$ cat config.mk
export PLATFORM = sky130hd
export DESIGN_NAME = tone_sequencer
export DESIGN_NICKNAME = d
export VERILOG_FILES = /design/src/rtl/tone_sequencer.sv
export SDC_FILE = /design/constraint.sdc
export NUM_CORES = 1
export LEC_CHECK = 0
export ABC_AREA = 1
export BUFFER_PORTS_ARGS = -buffer_cell sky130_fd_sc_hd__buf_2
export CAP_MARGIN = 15
export CORE_MARGIN = 2
export CORE_UTILIZATION = 40
export CTS_CLUSTER_SIZE = 28
export DETAILED_ROUTE_END_ITERATION = 16
export SLEW_MARGIN = 20
export SYNTH_ARGS = -nofsm -noshare
export SYNTH_HDL_FRONTEND = slang
export SYNTH_SLANG_ARGS = --single-unit
$ cat constraint.sdc
create_clock -name int_osc -period 3.2 [get_ports int_osc]
set_input_delay 0 -clock int_osc [delete_from_list [all_inputs] [get_ports int_osc]]
set_output_delay 0 -clock int_osc [all_outputs]
set_load 0.005 [all_outputs]
$ cat src/rtl/tone_sequencer.sv
// Queued square-wave tone player: a small FIFO of {half_period, dur} notes played back in order.
// Define TONE_GAP_EN to insert GAP_TICKS silent ticks after every non-skipped note.
module tone_sequencer #(
    parameter int unsigned PER_W     = 16,
    parameter int unsigned DUR_W     = 10,
    parameter int unsigned DEPTH     = 4,
    parameter int unsigned TICK_DIV  = 24000,
    parameter int unsigned GAP_TICKS = 10
) (
    input  logic                       int_osc,
    input  logic                       nreset,
    input  logic                       wr_valid,
    output logic                       wr_ready,
    input  logic [PER_W-1:0]           half_period,
    input  logic [DUR_W-1:0]           dur,
    input  logic                       stop,
    output logic                       busy,
    output logic                       done,
    output logic [$clog2(DEPTH+1)-1:0] count,
    output logic                       tone
);

    localparam int unsigned CntW  = $clog2(DEPTH + 1);
    localparam int unsigned PtrW  = $clog2(DEPTH);
    localparam int unsigned TickW = (TICK_DIV > 1) ? $clog2(TICK_DIV) : 1;
    localparam int unsigned EntW  = PER_W + DUR_W;

    typedef enum logic [1:0] {
        StIdle,
        StLoad,
        StPlay,
        StGap
    } state_e;

    // ---------------------------------------------------------------- note FIFO
    logic [EntW-1:0]  mem [DEPTH];
    logic [PtrW-1:0]  rd_ptr;
    logic [PtrW-1:0]  wr_ptr;
    logic [CntW-1:0]  count_q;
    logic             full;
    logic             empty;
    logic             push;
    logic             pop;
    logic [PER_W-1:0] head_per;
    logic [DUR_W-1:0] head_dur;

    assign full     = (count_q == CntW'(DEPTH));
    assign empty    = (count_q == '0);
    assign wr_ready = !full && !stop;
    assign push     = wr_valid && wr_ready;
    assign count    = count_q;
    assign head_per = mem[rd_ptr][EntW-1:DUR_W];
    assign head_dur = mem[rd_ptr][DUR_W-1:0];

    always_ff @(posedge int_osc) begin
        if (push) begin
            mem[wr_ptr] <= {half_period, dur};
        end
    end

    always_ff @(posedge int_osc or negedge nreset) begin
        if (!nreset) begin
            rd_ptr  <= '0;
            wr_ptr  <= '0;
            count_q <= '0;
        end else if (stop) begin
            rd_ptr  <= '0;
            wr_ptr  <= '0;
            count_q <= '0;
        end else begin
            if (push) begin
                wr_ptr <= wr_ptr + PtrW'(1);
            end
            if (pop) begin
                rd_ptr <= rd_ptr + PtrW'(1);
            end
            case ({push, pop})
                2'b10:   count_q <= count_q + CntW'(1);
                2'b01:   count_q <= count_q - CntW'(1);
                default: count_q <= count_q;
            endcase
        end
    end

    // ---------------------------------------------------------------- playback FSM
    state_e           state;
    logic [PER_W-1:0] per_q;
    logic [DUR_W-1:0] dur_q;
    logic [PER_W-1:0] per_cnt;
    logic [TickW-1:0] tick_cnt;
    logic [DUR_W-1:0] dur_cnt;
    logic             tick_wrap;
    logic             play_end;
    logic             decide;

`ifdef TONE_GAP_EN
    localparam int unsigned GapW = (GAP_TICKS > 0) ? $clog2(GAP_TICKS + 1) : 1;
    logic [GapW-1:0] gap_cnt;
    logic            gap_end;
`else
    logic            unused_gap_cfg;
    assign unused_gap_cfg = (GAP_TICKS != 0);
`endif

    assign busy = (state != StIdle);

    always_comb begin
        tick_wrap = (tick_cnt == TickW'(TICK_DIV - 1));
        play_end  = (state == StPlay) && tick_wrap && ((dur_cnt + DUR_W'(1)) == dur_q);
`ifdef TONE_GAP_EN
        gap_end   = (state == StGap) && tick_wrap && (gap_cnt == GapW'(GAP_TICKS - 1));
        decide    = gap_end || ((state == StLoad) && (dur_q == '0));
`else
        decide    = play_end || ((state == StLoad) && (dur_q == '0));
`endif
        // Idle and every next-note decision pop the head whenever one is waiting
        pop       = !stop && !empty && ((state == StIdle) || decide);
    end

    always_ff @(posedge int_osc or negedge nreset) begin
        if (!nreset) begin
            state    <= StIdle;
            tone     <= 1'b0;
            done     <= 1'b0;
            per_q    <= '0;
            dur_q    <= '0;
            per_cnt  <= '0;
            tick_cnt <= '0;
            dur_cnt  <= '0;
`ifdef TONE_GAP_EN
            gap_cnt  <= '0;
`endif
        end else if (stop) begin
            state    <= StIdle;
            tone     <= 1'b0;
            done     <= 1'b0;
            per_cnt  <= '0;
            tick_cnt <= '0;
            dur_cnt  <= '0;
`ifdef TONE_GAP_EN
            gap_cnt  <= '0;
`endif
        end else begin
            done <= 1'b0;
            case (state)
                StIdle: begin
                end
                StLoad: begin
                    if (dur_q != '0) begin
                        per_cnt  <= '0;
                        tick_cnt <= '0;
                        dur_cnt  <= '0;
                        tone     <= (per_q != '0);
                        state    <= StPlay;
                    end
                end
                StPlay: begin
                    if (per_q != '0) begin
                        if (per_cnt == per_q - PER_W'(1)) begin
                            per_cnt <= '0;
                            tone    <= ~tone;
                        end else begin
                            per_cnt <= per_cnt + PER_W'(1);
                        end
                    end
                    if (tick_wrap) begin
                        tick_cnt <= '0;
                        dur_cnt  <= dur_cnt + DUR_W'(1);
                    end else begin
                        tick_cnt <= tick_cnt + TickW'(1);
                    end
                    // Note end overrides a coincident half-period toggle
                    if (play_end) begin
                        tone <= 1'b0;
`ifdef TONE_GAP_EN
                        state   <= StGap;
                        gap_cnt <= '0;
`endif
                    end
                end
`ifdef TONE_GAP_EN
                StGap: begin
                    if (tick_wrap) begin
                        tick_cnt <= '0;
                        gap_cnt  <= gap_cnt + GapW'(1);
                    end else begin
                        tick_cnt <= tick_cnt + TickW'(1);
                    end
                end
`endif
                default: state <= StIdle;
            endcase

            // Next-note decision: load the head, or finish the queue
            if (pop) begin
                per_q <= head_per;
                dur_q <= head_dur;
                tone  <= 1'b0;
                state <= StLoad;
            end else if (decide) begin
                tone  <= 1'b0;
                done  <= 1'b1;
                state <= StIdle;
            end
        end
    end

endmodule

Word-level counts from Yosys, hierarchy flattened
Memories as Yosys holds them, arrays and structs flattened. A register that Yosys moved wholly into a read port is not among the register bits.
Cells that the tools add are included.
{"block": "word_totals", "elab_cells": 103, "memories": 1, "input_bits": 30, "reg_bits": 52, "latchBits": 0, "output_inout_bits": 7, "ram_bits": 104, "mem_bits_ro": 0}
{"memory": "mem", "depth": 4, "word_bits": 26, "rd": 1, "rd_clocked_by_memory_dff": 1, "write_ports": 1, "line_no": "36", "source": "logic [EntW-1:0] mem [DEPTH];"}
{"block": "op_classes", "shift": 0, "n_eq_ne": 15, "div": 0, "n_mux": 37, "bitwise_logic": 2, "mul": 0, "magnitude_cmp": 0, "addsub": 8, "n_reduce_logical": 31}
{"operator": "$mux W16", "count": 4}
{"operator": "$mux W15", "count": 3}
{"operator": "$pmux W16 S2", "count": 1}
{"operator": "$mux W10", "count": 3}
{"operator": "$pmux W15 S2", "count": 1}
{"operator": "$pmux W10 S2", "count": 1}
{"operator": "$add A16 B1 Y16 const B", "count": 1}
{"operator": "$eq A16 B16 Y1", "count": 1}
{"operator": "$mux W2", "count": 8}
{"operator": "$reduce_bool A16 Y1", "count": 1}
{"operator": "$sub A16 B1 Y16 const B", "count": 1}
{"operator": "$add A15 B1 Y15 const B", "count": 1}
{"operator": "$eq A15 B15 Y1 const B", "count": 1}
{"operator": "$mux W1", "count": 12}
{"operator": "$ne A6 B5 Y1 const B", "count": 2}
{"operator": "$add A10 B1 Y10 const B", "count": 1}
{"operator": "$eq A10 B10 Y1", "count": 1}
{"operator": "$logic_not A10 Y1", "count": 1}
{"operator": "$reduce_bool A10 Y1", "count": 1}
{"operator": "$logic_and A1 B1 Y1", "count": 7}
{"operator": "$ne A3 B2 Y1 const B", "count": 2}
{"operator": "$pmux W3 S2", "count": 1}
{"operator": "$reduce_and A2 Y1", "count": 3}
{"operator": "$reduce_and A3 Y1", "count": 2}
{"operator": "other kinds (22)", "count": 33}

Depth between registers and ports, before layout
{"block": "logic_depth", "word_depth": 9, "ltp_mapped": 20, "mapped_depth_nobuf": 20}

Least setup slack after synthesis
Ideal clock, no wire load.
{"block": "synth_timing", "path_kind": "reg-to-reg", "start": "register count_q[0], in the netlist count[0]", "end": "memory mem[0][0] (netlist name) (enable)", "arrival_ps": 2070, "path_buffers": 0, "synth_period_minus_slack_ps": 2479, "required_time_ps": 2791, "setup_ps": 409, "path_slack_ps": 721, "stages_incl_launch_ff": 5, "cell_sequence": "dfrtp_1 nor2_1 a21oi_1 nand2_1 nor2_1"}
{"block": "synth_between", "elab_chain_cells": 6}
{"element": "from (decl)", "line_no": "39", "source": "logic [CntW-1:0] count_q;"}
{"element": "from (signal assigned)", "line_no": "78", "source": "2'b10: count_q <= count_q + CntW'(1);"}
{"element": "from (signal assigned)", "line_no": "79", "source": "2'b01: count_q <= count_q - CntW'(1);"}
{"element": "from (signal assigned)", "line_no": "80", "source": "default: count_q <= count_q;"}
{"element": "$eq A3 B3 Y1", "line_no": "47", "source": "assign full = (count_q == CntW'(DEPTH));"}
{"element": "$logic_not A1 Y1", "line_no": "49", "source": "assign wr_ready = !full && !stop;"}
{"element": "$logic_and A1 B1 Y1", "line_no": "49"}
{"element": "named net wr_ready", "line_no": "13", "source": "output logic wr_ready,"}
{"element": "$logic_and A1 B1 Y1", "line_no": "50", "source": "assign push = wr_valid && wr_ready;"}
{"element": "$mux W1", "line_no": "56", "source": "if (push) begin"}
{"element": "$mux W1 (implied by the code)", "line_no": "57", "source": "mem[wr_ptr] <= {half_period, dur};"}
{"element": "to (decl)", "line_no": "36"}
The timed path passes the listed nets, and every way through them passes these cells.

Final worst setup path
{"block": "layout_timing", "start": "register dur_cnt[0]", "end": "register count_q[2], in the netlist count[2]"}
{"block": "layout_between", "elab_chain_cells": 9, "elab_cells_between_ends": 11, "classes_between": "add/sub: 1; eq/ne: 3; mux: 2; reduce/logical: 5"}
{"element": "from (decl)", "line_no": "91", "source": "logic [DUR_W-1:0] dur_cnt;"}
{"element": "from (signal assigned)", "line_no": "168", "source": "dur_cnt <= dur_cnt + DUR_W'(1);"}
{"element": "$add A10 B1 Y10 (*)", "line_no": "109", "source": "play_end = (state == StPlay) && tick_wrap && ((dur_cnt + DUR_W'(1)) == dur_q);"}
{"element": "$eq A10 B10 Y1 (*)", "line_no": "109"}
{"element": "$logic_and A1 B1 Y1 (*)", "line_no": "109"}
{"element": "$logic_or A1 B1 Y1 (*)", "line_no": "114", "source": "decide = play_end || ((state == StLoad) && (dur_q == '0));"}
{"element": "$logic_or A1 B1 Y1 (*)", "line_no": "117", "source": "pop = !stop && !empty && ((state == StIdle) || decide);"}
{"element": "$logic_and A1 B1 Y1 (*)", "line_no": "117"}
{"element": "$eq A2 B1 Y1 / $eq A2 B2 Y1 (equally long branches)", "line_no": "77", "source": "case ({push, pop})"}
{"element": "$pmux W3 S2", "line_no": "77"}
{"element": "$mux W3", "line_no": "66", "source": "end else if (stop) begin"}
Every way passes the cells marked *; elsewhere a longest branch is shown, timed or not.
A chain may end at the register's enable or synchronous reset.

==> impl_metrics.xml <==
<?xml version="1.0" encoding="UTF-8"?>
<metrics>
  <group name="cells_and_area">
    <metric name="layout-area-overhead-vs-synth" unit="%">16.33</metric>
    <metric name="layout.nets" unit="">985</metric>
    <metric name="antenna_cells" unit="">0</metric>
    <metric name="final_core_util" unit="%">47.33</metric>
    <metric name="layout-drive-gt1-share" unit="%">13.66</metric>
  </group>
  <group name="synthesis">
    <metric name="synth_fp_nets" unit="">915</metric>
    <metric name="yosys_register_bits" unit="">182</metric>
    <metric name="share_of_synthesized_area_occupied_by_flip_flops_and_latches" unit="%">59.33</metric>
    <metric name="yosys.cell_types.count" unit="">45</metric>
    <metric name="synthFlopType" unit="">edfxtp_1</metric>
    <metric name="synth.area.top_cells" unit="">edfxtp_1 37%, dfrtp_1 23%, nand2_1 7.3%, nor2_1 5.0%, o21ai_0 4.5%</metric>
    <metric name="ys_warn_count" unit="">0</metric>
    <metric name="postSynthCellCount" unit="">876</metric>
    <metric name="synth.most_common_cell" unit="">nand2_1</metric>
    <metric name="synth_area_per_cell" unit="µm²">9.764</metric>
    <metric name="async_flop_share" unit="%">42.86</metric>
    <metric name="cell_area_after_technology_mapping" unit="mm²">0.008553</metric>
    <metric name="synth_commonest_cells" unit="">167 x nand2_1, 114 x nor2_1, 104 x edfxtp_1, 79 x inv_1, 78 x dfrtp_1</metric>
    <metric name="yosysTopAreaCell" unit="">edfxtp_1</metric>
    <metric name="synth_enable_flop_cells" unit="">104</metric>
    <metric name="yosysTopAreaCellShare" unit="%">36.51</metric>
  </group>
  <group name="cts">
    <metric name="cts_num_sinks" unit="">182</metric>
    <metric name="cts-htree-levels" unit="">4</metric>
    <metric name="cts_max_path_buffers" unit="">2</metric>
    <metric name="tritoncts_clock_tree" unit="">built</metric>
    <metric name="post_cts_resize_count" unit="">0</metric>
    <metric name="clock_latency_of_the_later_clocked_register_in_the_worst_skew_pair" unit="ps">440</metric>
    <metric name="cts-buffers-inserted" unit="">17</metric>
    <metric name="cts_clock_pin_slew_for_the_worst_setup_and_hold_paths" unit="ps">70</metric>
    <metric name="root_buffer" unit="">clkbuf_16</metric>
  </group>
  <group name="timing">
    <metric name="max_slew_margin" unit="%">45.64</metric>
    <metric name="hold_viol" unit="">0</metric>
    <metric name="setup_viol" unit="">0</metric>
    <metric name="max_clock_freq" unit="MHz">364.6</metric>
    <metric name="fin_crit_sh" unit="%">85.72</metric>
    <metric name="period_needed" unit="ps">2743</metric>
    <metric name="skew" unit="ps">13.33</metric>
    <metric name="worst-slew-pin-transition" unit="ps">815.4</metric>
    <metric name="timing_max_transition_violations_final" unit="">0</metric>
    <metric name="fin_tns_setup" unit="ps">0</metric>
    <metric name="unrepaired_setup_endpoints_after_global_routing" unit="">false</metric>
  </group>
  <group name="placement">
    <metric name="final_gp_congestion" unit="">0.8344</metric>
    <metric name="portBuffers" unit="">36</metric>
    <metric name="dp.final_hpwl" unit="µm">11660</metric>
  </group>
  <group name="power_and_ir_drop">
    <metric name="power_leakage" unit="µW">0.003944</metric>
    <metric name="vdd_drop_max" unit="mV">0.4641</metric>
    <metric name="power_density" unit="mW/mm²">739.3</metric>
  </group>
  <group name="floorplan">
    <metric name="dieArea" unit="mm²">0.02257</metric>
    <metric name="dieWidth" unit="µm">150.2</metric>
    <metric name="floorplan.core_area" unit="mm²">0.02102</metric>
    <metric name="floorplan_die_height" unit="µm">150.2</metric>
    <metric name="rows" unit="">53</metric>
    <metric name="start_util" unit="%">40.69</metric>
    <metric name="io_pins" unit="">37</metric>
  </group>
  <group name="critical_path">
    <metric name="worstPathBufferInverterCount" unit="">2</metric>
    <metric name="worstPathCellList" unit="">ha_1 &gt; nand2_1 &gt; nor2_1 &gt; nand3_1 &gt; and2_4 &gt; nor2_2 &gt; nor2_2 &gt; nand4_4 &gt; nand3_4 &gt; nand3_1 &gt; inv_1 &gt; fa_1 &gt; xnor2_1 &gt; inv_1 &gt; nand4_1 &gt; nand2_1 &gt; o21ai_1</metric>
    <metric name="start_kind" unit="">flip-flop</metric>
    <metric name="cpLargestDelayFamily" unit="">simple AND/OR/NAND/NOR gates</metric>
    <metric name="worst_path_largest_cell_delay" unit="ps">440</metric>
    <metric name="crit_path_top_delay_cell" unit="">dfrtp_1</metric>
    <metric name="crit_type" unit="">flip-flop to flip-flop</metric>
    <metric name="worstPathMaxFanout" unit="">6</metric>
    <metric name="cp-end-kind" unit="">flip-flop</metric>
    <metric name="worst_path_required" unit="ps">3560</metric>
    <metric name="worst_ep_arrival" unit="ps">3110</metric>
  </group>
  <group name="routing">
    <metric name="detail_route.iter0.violations" unit="">388</metric>
    <metric name="vias" unit="">6147</metric>
    <metric name="first_pass_iters" unit="">4</metric>
    <metric name="drt-vias-per-instance" unit="">4.981</metric>
    <metric name="antenna_left" unit="">0</metric>
    <metric name="drc" unit="">0</metric>
    <metric name="wire_per_inst" unit="µm">14.43</metric>
    <metric name="finalWirelength" unit="µm">17810</metric>
  </group>
  <group name="outcome">
    <metric name="outcome" unit="">finished, final reports clean</metric>
  </group>
  <group name="global_route">
    <metric name="number_of_antenna_violations_at_the_first_check_in_global_routing" unit="">0</metric>
    <metric name="total_gr_overflow" unit="">0</metric>
    <metric name="grt_start_max_net_pins" unit="">63</metric>
    <metric name="grt_pass1_vias" unit="">5999</metric>
    <metric name="grt_first_pass_wirelength" unit="µm">30060</metric>
    <metric name="gr-usage-all-layers" unit="%">17.14</metric>
  </group>
  <group name="flow_run">
    <metric name="max_cap_viol_count" unit="">0</metric>
  </group>
  <group name="hold_path">
    <metric name="min-delay-path-class" unit="">input pin to async pin</metric>
  </group>
</metrics>
[placed cells by master, fill, tap and decap left out, drive strengths merged]
cell / count
nor2: 127
ha: 8
nand2: 174
fa: 1
a21oi: 13
inv: 94
xnor2: 14
dfrtp: 78
xor2: 17
o2111ai: 1
o21a: 1
clkinvlp: 2
clkinv: 7
and2: 1
clkbuf: 17
nand3: 47
nor3: 22
or2: 2
nand3b: 1
o21bai: 3
a211oi: 2
nor4: 1
o21ai: 100
nand4: 10
dlygate4sd3: 29
a311oi: 1
o22ai: 32
a32o: 2
buf: 46
a31oi: 2
edfxtp: 104
[flip-flops by register name (all words and copies together), names as in the netlist]
signal,cells
count,3
done,1
dur_cnt,10
dur_q,10
mem,104
per_cnt,16
per_q,16
rd_ptr,2
state,2
tick_cnt,15
tone,1
wr_ptr,2
[layer usage]
| metal | global-route usage, % | share of wire (%) | vias up |
|---|---|---|---|
| met1 | 24.24 | 50 | 2922 |
| met3 | 3.364 | 3.0 | 19 |
| met5 | 0 | 0 | - |
| met4 | 5.613 | 1.4 | 0 |
| met2 | 26.64 | 46 | 97 |
| li1 | - | - | 3109 |
[report_power, final]
| group | switching [µW] | internal (µW) | leakage, µW |
|---|---|---|---|
| Sequential | 224 | 2790 | 0.00198 |
| Clock | 1070 | 1070 | 0.000292 |
| Combinational | 1460 | 742 | 0.00167 |
[cell type report]
cell class / count / area, µm²
Clock buffer: 17 / 425.4
Multi-Input combinational cell: 582 / 3020
Fill cell: 1945 / 11070
Clock inverter: 15 / 188.9
Sequential cell: 182 / 5075
Timing Repair Buffer: 75 / 560.5
Tap cell: 275 / 344.1
Inverter: 88 / 335.3
[timing repair]
item                                    CTS  global route
hold endpoints to repair                169             0
setup buffers                             0             0
hold buffers                             29             0
endpoints found under the setup margin    0             0
[worst paths after layout]
check	start	endpoint	slack [ps]	cells after the start
worst max-delay path	dur_cnt[0]$_DFFE_PN0P_	count[2]$_DFFE_PN0P_	460	17
worst min-delay path	nreset	tick_cnt[4]$_DFFE_PN0P_	190	2
min in group int_osc	dur[7]	mem[1][7]$_DFFE_PP_	310	2
worst max register to register	dur_cnt[0]$_DFFE_PN0P_	count[2]$_DFFE_PN0P_	460	17
worst min register to register	tick_cnt[11]$_DFFE_PN0P_	tick_cnt[11]$_DFFE_PN0P_	520	1
max in group asynchronous	nreset	dur_q[6]$_DFFE_PN0P_	2290	3
[logic make-up (layout without fill, tap and decap cells)]
| kind of cell | count (synthesis) | after routing | share of synthesized area, % |
|---|---|---|---|
| compound gates | 157 | 157 | 10.74 |
| buf+inv | 112 | 195 | 5.471 |
| flops | 182 | 182 | 59.33 |
| xor+xnor | 31 | 31 | 3.174 |
| fa+ha+maj | 9 | 9 | 1.404 |
| simple gates | 385 | 385 | 19.88 |
[per-stage QoR]
| step | total power [µW] | instance area, µm² | hold slack, ps | cells | setup WS (ps) |
|---|---|---|---|---|---|
| after floorplan | 4709 | 8553 | -295.6 | 876 | 720.9 |
| after global placement | 5225 | 9045 | 152.8 | 1173 | 562.5 |
| after detailed placement | 5253 | 9045 | 158.4 | 1173 | 479.1 |
| after CTS | 7432 | 9950 | 234.3 | 1234 | 452.9 |
| after global routing | 7863 | 9950 | 281.5 | 1234 | 227.1 |
| final | 7355 | 9950 | 187.5 | 1234 | 457.0 |
(Power assumes the default switching activity.)
